==> config.mk <==
export PLATFORM = sky130hd
export DESIGN_NAME = frame_reader
export DESIGN_NICKNAME = d
export VERILOG_FILES = /design/src/rtl/sobel_pkg.sv /design/src/rtl/pixel_fifo.sv /design/src/rtl/frame_reader.sv
export SDC_FILE = /design/constraint.sdc
export NUM_CORES = 1
export LEC_CHECK = 0
export BUFFER_PORTS_ARGS = -buffer_cell sky130_fd_sc_hd__buf_2
export CAP_MARGIN = 10
export CORE_ASPECT_RATIO = 0.6
export CORE_UTILIZATION = 55
export DETAILED_ROUTE_END_ITERATION = 10
export GPL_TIMING_DRIVEN = 0
export HOLD_SLACK_MARGIN = 0.06
export PLACE_DENSITY_LB_ADDON = 0.08
export SLEW_MARGIN = 20
export SYNTH_ARGS = -nofsm -noshare
export SYNTH_HDL_FRONTEND = slang
export SYNTH_SLANG_ARGS = --single-unit
==> constraint.sdc <==
create_clock -name clk -period 2.6 [get_ports clk]
set_clock_uncertainty 0.15 [all_clocks]
set_input_delay 0.52 -clock clk [delete_from_list [all_inputs] [get_ports clk]]
set_output_delay 0.52 -clock clk [all_outputs]
set_load 0.005 [all_outputs]
==> src/rtl/sobel_pkg.sv <==
`default_nettype none
// ============================================================================
//  Module      : sobel_pkg
//  Description : Shared constants, helpers and state encoding for the frame
//                buffer read path (frame_reader and its pixel FIFO).
//  Revision    : 1.0 - initial release
// ============================================================================
package sobel_pkg;

    // Width of a coordinate counter that spans 0..n-1 (never zero bits wide)
    function automatic int coord_width(input int n);
        return (n > 1) ? $clog2(n) : 1;
    endfunction

    localparam int DATA_SIZE  = 8;
    localparam int ADDR_SIZE  = 14;
    localparam int IMG_W      = 128;
    localparam int IMG_H      = 128;
    localparam int FIFO_DEPTH = 4;
    localparam int FRAME_PIX  = IMG_W * IMG_H;
    localparam int COL_W      = coord_width(IMG_W);
    localparam int ROW_W      = coord_width(IMG_H);

    // Reader sequencing: IDLE waits for start, RUN issues addresses,
    // DRAIN waits for the tail of the frame to leave the stream.
    typedef enum logic [1:0] {
        ST_IDLE  = 2'd0,
        ST_RUN   = 2'd1,
        ST_DRAIN = 2'd2
    } rd_state_t;

endpackage
`default_nettype wire

==> src/rtl/pixel_fifo.sv <==
`default_nettype none
// ============================================================================
//  Module      : pixel_fifo
//  Description : Small synchronous FIFO holding pixel data plus coordinates.
//                Head entry is visible combinationally (first-word fall-through).
//  Revision    : 1.0 - initial release
// ============================================================================
module pixel_fifo #(
    parameter int WIDTH = 22,
    parameter int DEPTH = 4
) (
    input  logic                         clk,
    input  logic                         rst,
    input  logic                         i_push,
    input  logic [WIDTH-1:0]             i_push_data,
    input  logic                         i_pop,
    output logic [WIDTH-1:0]             o_head,
    output logic [$clog2(DEPTH+1)-1:0]   o_count,
    output logic                         o_empty
);

    localparam int PTR_W = (DEPTH > 1) ? $clog2(DEPTH) : 1;
    localparam int CNT_W = $clog2(DEPTH + 1);
    localparam logic [PTR_W-1:0] c_PTR_LAST = PTR_W'(DEPTH - 1);
    localparam logic [CNT_W-1:0] c_DEPTH    = CNT_W'(DEPTH);

    logic [WIDTH-1:0] r_mem [DEPTH];
    logic [PTR_W-1:0] r_wr_ptr;
    logic [PTR_W-1:0] r_rd_ptr;
    logic [CNT_W-1:0] r_count;
    logic             w_full;
    logic             w_do_push;
    logic             w_do_pop;

    assign w_full    = (r_count == c_DEPTH);
    assign o_empty   = (r_count == '0);
    assign w_do_push = i_push && !w_full;
    assign w_do_pop  = i_pop && !o_empty;
    assign o_head    = r_mem[r_rd_ptr];
    assign o_count   = r_count;

    // Storage array: data only, contents are don't-care while empty
    always_ff @(posedge clk) begin
        if (w_do_push) begin
            r_mem[r_wr_ptr] <= i_push_data;
        end
    end

    // Read/write pointers and occupancy
    always_ff @(posedge clk or posedge rst) begin
        if (rst) begin
            r_wr_ptr <= '0;
            r_rd_ptr <= '0;
            r_count  <= '0;
        end else begin
            if (w_do_push) begin
                r_wr_ptr <= (r_wr_ptr == c_PTR_LAST) ? '0 : r_wr_ptr + 1'b1;
            end
            if (w_do_pop) begin
                r_rd_ptr <= (r_rd_ptr == c_PTR_LAST) ? '0 : r_rd_ptr + 1'b1;
            end
            case ({w_do_push, w_do_pop})
                2'b10:   r_count <= r_count + 1'b1;
                2'b01:   r_count <= r_count - 1'b1;
                default: r_count <= r_count;
            endcase
        end
    end

endmodule
`default_nettype wire

==> src/rtl/frame_reader.sv <==
`default_nettype none
// ============================================================================
//  Module      : frame_reader
//  Description : Sweeps the frame buffer RAM in raster order, absorbs its
//                one-cycle read latency and presents pixels on a valid/ready
//                stream with row/column, end-of-line and end-of-frame markers.
//  Revision    : 1.0 - initial release
// ============================================================================
module frame_reader #(
    parameter int DATA_SIZE  = sobel_pkg::DATA_SIZE,
    parameter int ADDR_SIZE  = sobel_pkg::ADDR_SIZE,
    parameter int IMG_W      = sobel_pkg::IMG_W,
    parameter int IMG_H      = sobel_pkg::IMG_H,
    parameter int FIFO_DEPTH = sobel_pkg::FIFO_DEPTH
) (
    input  logic                                          clk,
    input  logic                                          rst,
    input  logic                                          start,
    output logic                                          busy,
    output logic                                          done,
    output logic [ADDR_SIZE-1:0]                          ram_read_addr,
    input  logic [DATA_SIZE-1:0]                          ram_data_in,
    output logic [DATA_SIZE-1:0]                          px_data,
    output logic                                          px_valid,
    input  logic                                          px_ready,
    output logic [sobel_pkg::coord_width(IMG_W)-1:0]      px_col,
    output logic [sobel_pkg::coord_width(IMG_H)-1:0]      px_row,
    output logic                                          px_eol,
    output logic                                          px_last
);

    import sobel_pkg::*;

    localparam int COL_W     = coord_width(IMG_W);
    localparam int ROW_W     = coord_width(IMG_H);
    localparam int FRAME_PIX = IMG_W * IMG_H;
    localparam int ENTRY_W   = DATA_SIZE + ROW_W + COL_W;
    localparam int CNT_W     = $clog2(FIFO_DEPTH + 1);
    localparam int CR_W      = CNT_W + 1;

    localparam logic [ADDR_SIZE:0] c_LAST_ADDR = (ADDR_SIZE + 1)'(FRAME_PIX - 1);
    localparam logic [COL_W-1:0]   c_LAST_COL  = COL_W'(IMG_W - 1);
    localparam logic [ROW_W-1:0]   c_LAST_ROW  = ROW_W'(IMG_H - 1);
    localparam logic [CR_W-1:0]    c_CREDITS   = CR_W'(FIFO_DEPTH);

    rd_state_t              r_state;
    rd_state_t              w_state_nxt;

    // r_next_addr is one bit wider so it can step past the last address
    logic [ADDR_SIZE:0]     r_next_addr;
    logic [ADDR_SIZE-1:0]   r_ram_read_addr;
    logic                   r_iss1;
    logic                   r_iss2;
    logic                   r_busy;
    logic                   r_done;
    logic [COL_W-1:0]       r_wr_col;
    logic [ROW_W-1:0]       r_wr_row;

    logic [CNT_W-1:0]       w_fifo_count;
    logic                   w_fifo_empty;
    logic [ENTRY_W-1:0]     w_head;
    logic [ENTRY_W-1:0]     w_push_entry;
    logic [CR_W-1:0]        w_credit_used;
    logic                   w_issue;
    logic                   w_start_acc;
    logic                   w_pop;
    logic                   w_final_hs;

    // Slots already claimed: buffered pixels plus reads still in the RAM pipe.
    // Built from registered state only, so px_ready never reaches the address.
    assign w_credit_used = CR_W'(w_fifo_count) + CR_W'(r_iss1) + CR_W'(r_iss2);

    assign w_push_entry  = {ram_data_in, r_wr_row, r_wr_col};
    assign px_valid      = !w_fifo_empty;
    assign {px_data, px_row, px_col} = w_fifo_empty ? '0 : w_head;
    assign px_eol        = px_valid && (px_col == c_LAST_COL);
    assign px_last       = px_eol && (px_row == c_LAST_ROW);
    assign w_pop         = px_valid && px_ready;
    assign w_final_hs    = w_pop && px_last;

    assign ram_read_addr = r_ram_read_addr;
    assign busy          = r_busy;
    assign done          = r_done;

    pixel_fifo #(
        .WIDTH (ENTRY_W),
        .DEPTH (FIFO_DEPTH)
    ) u_fifo (
        .clk         (clk),
        .rst         (rst),
        .i_push      (r_iss2),
        .i_push_data (w_push_entry),
        .i_pop       (w_pop),
        .o_head      (w_head),
        .o_count     (w_fifo_count),
        .o_empty     (w_fifo_empty)
    );

    // State register
    always_ff @(posedge clk or posedge rst) begin
        if (rst) begin
            r_state <= ST_IDLE;
        end else begin
            r_state <= w_state_nxt;
        end
    end

    // Next-state, start acceptance and address-issue decision
    always_comb begin
        w_state_nxt = r_state;
        w_issue     = 1'b0;
        w_start_acc = 1'b0;
        case (r_state)
            ST_IDLE: begin
                // A start coinciding with the done pulse is not taken
                if (start && !r_done) begin
                    w_start_acc = 1'b1;
                    w_state_nxt = ST_RUN;
                end
            end
            ST_RUN: begin
                w_issue = (r_next_addr <= c_LAST_ADDR) && (w_credit_used < c_CREDITS);
                if (w_final_hs) begin
                    w_state_nxt = ST_IDLE;
                end else if ((w_issue && (r_next_addr == c_LAST_ADDR)) ||
                             (r_next_addr > c_LAST_ADDR)) begin
                    w_state_nxt = ST_DRAIN;
                end
            end
            ST_DRAIN: begin
                if (w_final_hs) begin
                    w_state_nxt = ST_IDLE;
                end
            end
            default: begin
                w_state_nxt = ST_IDLE;
            end
        endcase
    end

    // RAM address issue and read-latency tracking
    always_ff @(posedge clk or posedge rst) begin
        if (rst) begin
            r_ram_read_addr <= '0;
            r_next_addr     <= '0;
            r_iss1          <= 1'b0;
            r_iss2          <= 1'b0;
        end else begin
            r_iss2 <= r_iss1;
            if (w_start_acc) begin
                r_ram_read_addr <= '0;
                r_next_addr     <= (ADDR_SIZE + 1)'(1);
                r_iss1          <= 1'b1;
            end else if (w_issue) begin
                r_ram_read_addr <= r_next_addr[ADDR_SIZE-1:0];
                r_next_addr     <= r_next_addr + 1'b1;
                r_iss1          <= 1'b1;
            end else begin
                r_iss1          <= 1'b0;
            end
        end
    end

    // Coordinates of the next pixel entering the FIFO
    always_ff @(posedge clk or posedge rst) begin
        if (rst) begin
            r_wr_col <= '0;
            r_wr_row <= '0;
        end else if (w_start_acc) begin
            r_wr_col <= '0;
            r_wr_row <= '0;
        end else if (r_iss2) begin
            if (r_wr_col == c_LAST_COL) begin
                r_wr_col <= '0;
                r_wr_row <= (r_wr_row == c_LAST_ROW) ? '0 : r_wr_row + 1'b1;
            end else begin
                r_wr_col <= r_wr_col + 1'b1;
            end
        end
    end

    // Frame status: busy spans start to final handshake, done is a 1-cycle pulse
    always_ff @(posedge clk or posedge rst) begin
        if (rst) begin
            r_busy <= 1'b0;
            r_done <= 1'b0;
        end else begin
            r_done <= 1'b0;
            if (w_start_acc) begin
                r_busy <= 1'b1;
            end
            if (w_final_hs) begin
                r_busy <= 1'b0;
                r_done <= 1'b1;
            end
        end
    end

endmodule
`default_nettype wire

### Word-level counts from Yosys, hierarchy flattened

Memories as Yosys holds them, arrays and structs flattened.
Index checks and enable logic that the tools add are counted.

| operators by class | value |
|---|---|
| add/sub/neg operators | 9 |
| magnitude comparators | 3 |
| equal/unequal tests | 15 |
| muxes and demuxes | 30 |
| reduce and logical (&&, ||, !) cells | 22 |

Operator list:

| cell | number |
|---|---|
| $mux 7 | 7 |
| $mux 15 | 2 |
| $eq 7x7->1 const B | 4 |
| $mux 14 | 2 |
| $mux 22 | 1 |
| $add 15x1->15 const B | 1 |
| $eq 15x14->1 const B | 1 |
| $gt 15x14->1 const B | 1 |
| $le 15x14->1 const B | 1 |
| $add 7x1->7 const B | 2 |
| $mux 2 | 6 |
| $mux 1 | 10 |
| $reduce_bool 2->1 | 5 |
| $logic_and 1x1->1 | 9 |
| $eq 2x2->1 const B | 4 |
| $pmux 2 s3 | 1 |
| $pmux 3 s2 | 1 |
| $add 2x1->2 const B | 2 |
| $add 3x1->4 | 1 |
| $add 4x1->4 | 1 |
| $eq 2x1->1 const B | 2 |
| $lt 4x3->1 const B | 1 |
| $ne 2x2->1 const B | 2 |
| $add 3x1->3 const B | 1 |
| other kinds (9) | 11 |

| storage, ports and cells | value |
|---|---|
| register bits | 56 |
| RAM bits | 88 |
| bits of input ports | 12 |
| logic and storage cells | 92 |
| memories kept | 1 |

Memory list:

| memory | depth | bits a word | read ports | clocked after memory_dff | wr ports | line | source |
|---|---|---|---|---|---|---|---|
| u_fifo.r_mem | 4 | 22 | 1 | 0 | 1 | pixel_fifo.sv:27 | `logic [WIDTH-1:0] r_mem [DEPTH];` |

### Depth between registers and ports, before layout

Gate-level depths: netlist of run 1.

| depth | value |
|---|---|
| depth after elaboration | 9 |
| depth in mapped cells | 10 |
| mapped depth without buffers | 9 |

### Modules after synthesis

Synthesis of run 1 repeated with hierarchy kept, for this count alone.

| second synthesis, totals | value |
|---|---|
| cell total of the unflattened synthesis | 441 |
| area total of the unflattened synthesis | 6328.6 um2 |

Modules (own cells, without submodules):

| module | instances | cells each | area an instance (um2) | seq. area each (um2) |
|---|---|---|---|---|
| pixel_fifo | 1 | 156 | 3659.8 | 2817.7 |
| frame_reader | 1 | 285 | 2668.8 | 1226.2 |

### Worst setup path before layout of run 1

Ideal clock, no wire load.

| timing | value |
|---|---|
| path kind | reg-to-output |
| start | register u_fifo.r_rd_ptr[0] |
| end | output px_data[0] |
| arrival | 1.625 ns |
| data required time | 1.930 ns |
| setup slack | 0.305 ns |
| stages on the path, launching flop included | 6 |
| buffers on the path | 3 |
| cell sequence | dfrtp_1 buf_4 buf_6 buf_2 mux4_2 and2_1 |

| on the way | value |
|---|---|
| word-level cells in the longest chain between the ends | 2 |

Ends and longest elaborated chain:

| element | line | source |
|---|---|---|
| start: declaration | pixel_fifo.sv:29 | `logic [PTR_W-1:0] r_rd_ptr;` |
| start signal: assignment | pixel_fifo.sv:60 | `r_rd_ptr <= (r_rd_ptr == c_PTR_LAST) ? '0 : r_rd_ptr + 1'b1;` |
| $mem_v2 4x22 | -- |  |
| $mux 22 | frame_reader.sv:75 | `assign {px_data, px_row, px_col} = w_fifo_empty ? '0 : w_head;` |
| end: declaration | frame_reader.sv:23 | `output logic [DATA_SIZE-1:0] px_data,` |

Every way passes these cells.

### Worst setup path after layout of run 1

| timing | value |
|---|---|
| start | register u_fifo.r_rd_ptr[0] |
| end | output px_last |

| on the way | value |
|---|---|
| word-level cells in the longest chain between the ends | 5 |
| elaborated cells on any way between the ends | 6 |
| those cells by class | eq/ne: 2; mux: 1; reduce/logical: 2; memory: 1 |

Ends and longest elaborated chain:

| element | line | source |
|---|---|---|
| $mem_v2 4x22 (*) | -- |  |
| $mux 22 (*) | frame_reader.sv:75 |  |
| $eq 7x7->1 | frame_reader.sv:76 | `assign px_eol = px_valid && (px_col == c_LAST_COL);` |
| $logic_and 1x1->1 | frame_reader.sv:76 |  |
| $logic_and 1x1->1 (*) | frame_reader.sv:77 | `assign px_last = px_eol && (px_row == c_LAST_ROW);` |
| end: declaration | frame_reader.sv:29 | `output logic px_last` |

Mark *: on every way between the ends. The rest lies on a longest branch, timed or not.

==> results of run 1 <==
metal layers:
layer	global-route usage, %	routed length, um
met2	32.90	5528
met1	38.33	6492
met4	5.414	63
met3	6.999	787
met5	0	0
power by group:
group / switching [mW] / internal (mW) / total, mW / leakage (nW)
Clock: 1.05 / 1.27 / 2.32 / 0.282
Sequential: 0.344 / 3.04 / 3.39 / 1.54
Combinational: 1.64 / 1.75 / 3.39 / 1.24
Total: 3.03 / 6.07 / 9.10 / 3.06
sequential cells by signal, summed over array words and instances, names as in the netlist:
signal,count
u_fifo.o_count,3
u_fifo.r_rd_ptr,2
u_fifo.r_wr_ptr,2
busy,1
r_state,2
r_iss1,1
r_iss2,1
u_fifo.r_mem,88
done,1
ram_read_addr,14
r_wr_col,7
r_wr_row,7
r_next_addr,15
cells in the final DEF, fill, tap and decap left out, drive strengths merged, types with 4 or more instances in the layout:
master and n:
ha 10, a21oi 6, clkbuf 23, or3 6, nand3 24, buf 77, clkinv 4, and2 28
mux2i 6, dfrtp 56, inv 24, nand4 11, xor2 8, edfxtp 88, xnor2 8, mux4 22
o21ai 10, nor2 27, nand2 46
metrics by stage:
step / hold WS [ns] / setup TNS [ns] / setup slack [ns] / total power, mW / instances
floorplan: 0.2040 / 0 / 0.3051 / 5.230 / 427
finish: 0.07295 / -2.363 / -0.2818 / 9.096 / 663
global placement: 0.2187 / -10.72 / -0.3574 / 6.079 / 618
global route: 0.1248 / -3.622 / -0.3753 / 9.607 / 663
detailed placement: 0.2170 / -0.7055 / -0.3498 / 6.183 / 618
CTS: 0.08739 / -1.622 / -0.2785 / 8.786 / 658
layout make-up:
| class | instances | area (um^2) | share of cell area (%) |
|---|---|---|---|
| inverter | 13 | 51.30 | 0.6865 |
| multi-input combinational | 252 | 2004 | 26.83 |
| buffer | 17 | 157.7 | 2.110 |
| tap | 139 | 173.9 | 2.328 |
| sequential | 144 | 4048 | 54.17 |
| clock inverter | 15 | 141.4 | 1.892 |
| timing repair buffer | 66 | 470.5 | 6.296 |
| clock buffer | 17 | 425.4 | 5.693 |
final timing paths:
path                                       end  slack, ns  cells after the start
setup / recovery                       px_last      -0.28                      6
hold / removal               ram_read_addr[10]       0.07                      2
setup reg to reg               r_next_addr[11]       0.20                      6
hold reg to reg                         r_iss2       0.24                      0
max in group asynchronous    u_fifo.o_count[0]       1.69                      2
min in group clk           u_fifo.r_mem[3][15]       0.16                      1
timing repair:
action	4_1_cts	5_1_grt
pin swaps	2	11
resized for setup	22	26
setup buffers	9	6
setup endpoints to repair	27	25
gates cloned	0	1
hold endpoints to repair	0	0
cell families (layout without fill, tap and decap cells):
family | Yosys count | after routing | share of synthesized area [%]
AND/OR/NAND/NOR | 158 | 158 | 13.23
adder cells (fa/ha/maj) | 11 | 11 | 2.358
flip-flops | 144 | 144 | 65.70
buffers and inverters | 31 | 128 | 2.805
multiplexers | 29 | 29 | 9.209
XOR/XNOR | 16 | 16 | 2.277
AO/OA/AOI/OAI | 38 | 38 | 4.411
==> results by group, run 1 <==
Die
  • DIE AREA: 0.01163 mm^2
  • Die Y-Extent: between 80 and 90 um
  • Num rows: 29
  • IO Count: 53
  • Horiz. Die Dim: 138.6 um
  • Initial Utilization: 57.30%
  • Core Box Area: 0.01074 mm^2

Route
  • DR DRC count: 9
  • Antenna-violating nets left: 0
  • Routed via count: 3816
  • Total wire length: around 13000 um
  • Drt wl/cell: about 19 um
  • Initial drt markers: 388
  • Vias per std cell: around 5.8
  • Drt pass-1 iters: 8

Finish
  • # nets final: 534
  • Count of inserted antenna diode cells: 0
  • Fillers: between 700 and 800
  • Fin util: roughly 70%
  • Area growth, synth to finish: 21.41%
  • Layout cells sized above 1: 31.30%
  • Cell area after layout: roughly 0.0075 mm^2

Timing
  • RSZ-0062 raised after global routing: yes
  • Final Setup Violations: 14
  • Final Hold Fails: 0
  • Slew Limit Fails: 0
  • Slack of the critical path: -0.2818 ns
  • Period minus WS final: 2.882 ns
  • Slew Limit Headroom: 51.64%
  • Final period util: 110.8%
  • Worst-Margin Slew: 0.7253 ns
  • Peak Freq: 0.3470 GHz

Power
  • PwrDens: 1217 mW/mm^2
  • IR drop worst, VDD: 687.2 uV
  • Leakage Power: slightly above 3 nW

Setup path
  • FF-to-FF Start: u_fifo.o_count[0]
  • Setup CP Type: reg2out
  • Crit-path max FO: 5
  • Slowest-stage cell, CP: dfrtp_1
  • CP cell instances: buf_6 -> buf_12 -> mux4_2 -> nand4_1 -> nor4_4 -> buf_2
  • Worst setup SP type: register
  • Worst path max stage delay: 0.40 ns
  • Worst path buffer plus inverter count: 3
  • Largest delay contributor family on the critical path: simple AND/OR/NAND/NOR gates
  • Critical path data arrival time: 2.21 ns
  • Crit path required time: 1.93 ns
  • Worst Setup SP: u_fifo.r_rd_ptr[0]
  • CP Capture Type: primary output

Synthesis
  • Top post-synthesis cells by area: edfxtp_1 (43%), dfrtp_1 (23%), mux4_2 (8.1%)
  • Total of flip-flops plus latches after synthesis: 144
  • Post-Synthesis Mean Instance Area: 14.41 um^2
  • Netlist cell types: 52
  • Most frequent cells after synthesis: edfxtp_1 (88), dfrtp_1 (56), nand2_1 (46)
  • Seq/Total Area, Yosys: 65.70%
  • Post-synth top area share: between 40% and 50%
  • Cells after Synth: roughly 430
  • Predominant post-synthesis flop cell: edfxtp_1
  • Number of flops mapped to enable cells by yosys: 88
  • Synthesized area: 0.006155 mm^2
  • FFs w/ async S/R, synth: 38.89%
  • Ys Warns: 0
  • Synth Net Count: 450
  • Top-count cell post-synth: edfxtp_1
  • Largest area contributor in the netlist: edfxtp_1

GRT
  • Largest net degree at the start of global routing: 57
  • First-pass GRT wire length: roughly 21000 um
  • Initial antenna violation count: 0
  • Global-route usage over all layers: 24.26%
  • Gr ovfl total: 0
  • Vias in the first global route: 3672

Hold path
  • Hold Path Class: in2async

Clock tree
  • Clk sinks: 144
  • Worst skew pair latency: 0.42 ns
  • Root buffer cell: clkbuf_16
  • Hold-fix buffers at CTS: 0
  • CTS Buf Count: 17
  • Clock transition at path regs: 0.06 ns
  • CTS tree: built
  • Clock Path Buffers: 2
  • Htree depth: 4

Outcome
  • Status: complete, but fails checks
  • Failing checks: design-rule violations, negative setup slack

Placement
  • Number of port buffers: 52
  • Post-place instance area: 0.006596 mm^2
  • GPL Wtd Cong: roughly 0.8
  • Detail Placement HPWL: approximately 8500 um

Run
  • Number of max-cap violations: 0
(Power assumes the default switching activity.)
==> run 2, diff against run 1 <==
--- a/config.mk
+++ b/config.mk
@@ -13,6 +13,7 @@
 export GPL_TIMING_DRIVEN = 0
 export HOLD_SLACK_MARGIN = 0.06
 export PLACE_DENSITY_LB_ADDON = 0.08
+export RECOVER_POWER = 50
 export SLEW_MARGIN = 20
 export SYNTH_ARGS = -nofsm -noshare
 export SYNTH_HDL_FRONTEND = slang
==> run 2 against run 1 <==
Net effect:
- the flow still finishes with violations (design-rule violations, negative setup slack)
- setup slack gained 0.0055 ns
- cell count stayed put
- power is essentially flat
- global-route usage unchanged
- non-clock buffer count stayed put
- clock power barely moved
- flip-flop and latch count unchanged
- combinational power barely moved
==> results by group, run 2 (synthesis results as in run 1) <==
Timing
  • Final Hold Fails: 0
  • Period minus WS final: between 2 and 3 ns
  • Final period util: 110.6%
  • Slew Limit Fails: 0
  • Slew Limit Headroom: a little under a fifth
  • RSZ-0062 raised after global routing: yes
  • Slack of the critical path: -0.2762 ns
  • Final Setup Violations: 14
  • Peak Freq: around 0.35 GHz
  • Worst-Margin Slew: 1.216 ns

GRT
  • Met3 GRT Util: 6.999%
  • Grt met1 use: a little under two fifths
  • Met2 usage: 32.90%
  • Initial antenna violation count: 0
  • Vias in the first global route: 3672
  • Largest net degree at the start of global routing: 57
  • Gr ovfl total: 0
  • Global-route usage over all layers: 24.26%
  • Gr busiest metal: met1
  • First-pass GRT wire length: slightly above 20000 um

Route
  • Drt wl/cell: 19.41 um
  • DR DRC count: 9
  • Initial drt markers: 378
  • Drt pass-1 iters: 10
  • Antenna-violating nets left: 0
  • Total wire length: 12870 um
  • Vias per std cell: 5.738
  • Routed via count: 3804

Outcome
  • Status: complete, but fails checks
  • Failing checks: design-rule violations, negative setup slack

Setup path
  • CP Capture Type: primary output
  • Crit-path max FO: 5
  • Worst setup SP type: register
  • FF-to-FF setup slack: 0.21 ns
  • Crit path required time: 1.93 ns
  • Setup CP Type: reg2out
  • FF-to-FF Start: u_fifo.o_count[0]
  • Critical path data arrival time: around 2.2 ns
  • Worst Setup SP: u_fifo.r_rd_ptr[0]

Power
  • Register share of total power: 37.3%
  • Combinational fraction of design power: 37.2%
  • PwrDens: roughly 1200 mW/mm^2
  • P_int: 6.068 mW
  • Net Sw Frac: 33.29%
  • Net switching power: 3.027 mW
  • IR drop worst, VDD: 686.7 uV
  • Clk pwr share: 25.5%
  • Power, Total: 9.095 mW
  • Leakage Power: 3.031 nW

Placement
  • Placement Setup Slack: -0.3498 ns
  • Post-place instance area: 0.006596 mm^2
  • Dpl cells: 618
  • Number of port buffers: 52
  • GPL Wtd Cong: 0.7979
  • Detail Placement HPWL: ~8500 um

Clock tree
  • Hold-fix buffers at CTS: 0
  • Clock Path Buffers: 2
  • Worst skew pair latency: 0.41 ns
  • Root buffer cell: clkbuf_16
  • CTS tree: built
  • CTS Buf Count: 17
  • Htree depth: 4
  • Clock transition at path regs: 0.06 ns
  • Clk sinks: 144

Finish
  • Largest register by flop count: u_fifo.r_mem
  • # nets final: around 530
  • Cell area after layout: 0.007458 mm^2
  • Seq. cell area: 0.004048 mm^2
  • Most frequent cells in the layout: edfxtp_1 (88), dfrtp_1 (53), nand2_1 (46)
  • Layout cells sized above 1: 29.58%
  • Count of inserted antenna diode cells: 0
  • Max reg flops: 88
  • Fillers: 764
  • Post-route insts no fill: 663
  • Multi-input gate area: approximately 0.002 mm^2
  • Area growth, synth to finish: 21.18%
  • Commonest non-fill, non-tap cell in the layout: edfxtp_1

Die
  • Core Box Area: approximately 0.011 mm^2
  • Initial Utilization: ~57%
  • DIE AREA: 0.01163 mm^2
  • Horiz. Die Dim: approximately 140 um
  • Die Y-Extent: 83.94 um
  • Num rows: 29
  • IO Count: 53

Hold path
  • Hold path startpoint: ram_data_in[3]
  • Hold Path Class: in2reg

Run
  • Number of max-cap violations: 0
## run 2: cell count changes in the layout (fill, tap and decap cells not counted)
cell / change
buf_2: -9
clkbuf_1: +9
inv_2: +1
inv_4: -1
## run 2: cell type report
type | instances | area share (%)
Tap cell | 139 | 2.332
Clock buffer | 17 | 5.704
Timing Repair Buffer | 66 | 6.157
Multi-Input combinational cell | 252 | 26.87
Inverter | 13 | 0.6543
Sequential cell | 144 | 54.27
Buffer | 17 | 2.114
Clock inverter | 15 | 1.896
## run 2: worst max-delay path: stages, from the launching register on
cell	delay, ns
dfrtp_1	0.40
buf_6	0.15
buf_12	0.14
mux4_2	0.35
nand4_1	0.21
nor4_4	0.37
buf_2	0.17
## run 2: repair_timing
action | CTS | global route
cloned | 0 | 1
resized for setup | 22 | 26
pin swaps | 2 | 11
setup endpoints to repair | 27 | 25
setup buffers | 9 | 6
## run 2: path summary, 6_finish.rpt
kind / depth (start not counted) / endpoint
hold reg to reg: 0 / r_iss2
setup / recovery: 6 / px_last
min in group asynchronous: 2 / ram_read_addr[9]
setup reg to reg: 6 / r_next_addr[11]
hold / removal: 1 / u_fifo.r_mem[2][17]
max in group asynchronous: 2 / u_fifo.o_count[0]
## run 2: metrics by stage
step / TNS, ns / hold slack, ns / utilization, %
global route: -3.622 / 0.2047 / 69.44
global placement: -10.72 / 0.2187 / 61.35
floorplan: 0 / 0.2040 / -
detailed placement: -0.7055 / 0.2170 / 61.42
CTS: -1.622 / 0.08739 / 68.12
finish: -2.321 / 0.2174 / 69.44
## run 2: power groups by stage
stage	Sequential (mW)	Clock (mW)	Combinational [mW]
after floorplan	3.31	0	1.92
after global placement	3.38	0	2.69
after detailed placement	3.42	0	2.77
after CTS	3.38	2.36	3.05
after global routing	3.46	2.46	3.69
final	3.39	2.32	3.38
## run 2: layer usage
layer	up-vias	wire length (um)	share of wire [%]
li1	1751	-	-
met1	1917	6379	50
met2	130	5568	43
met3	6	858	6.7
met4	0	61	0.47
met5	-	0	0
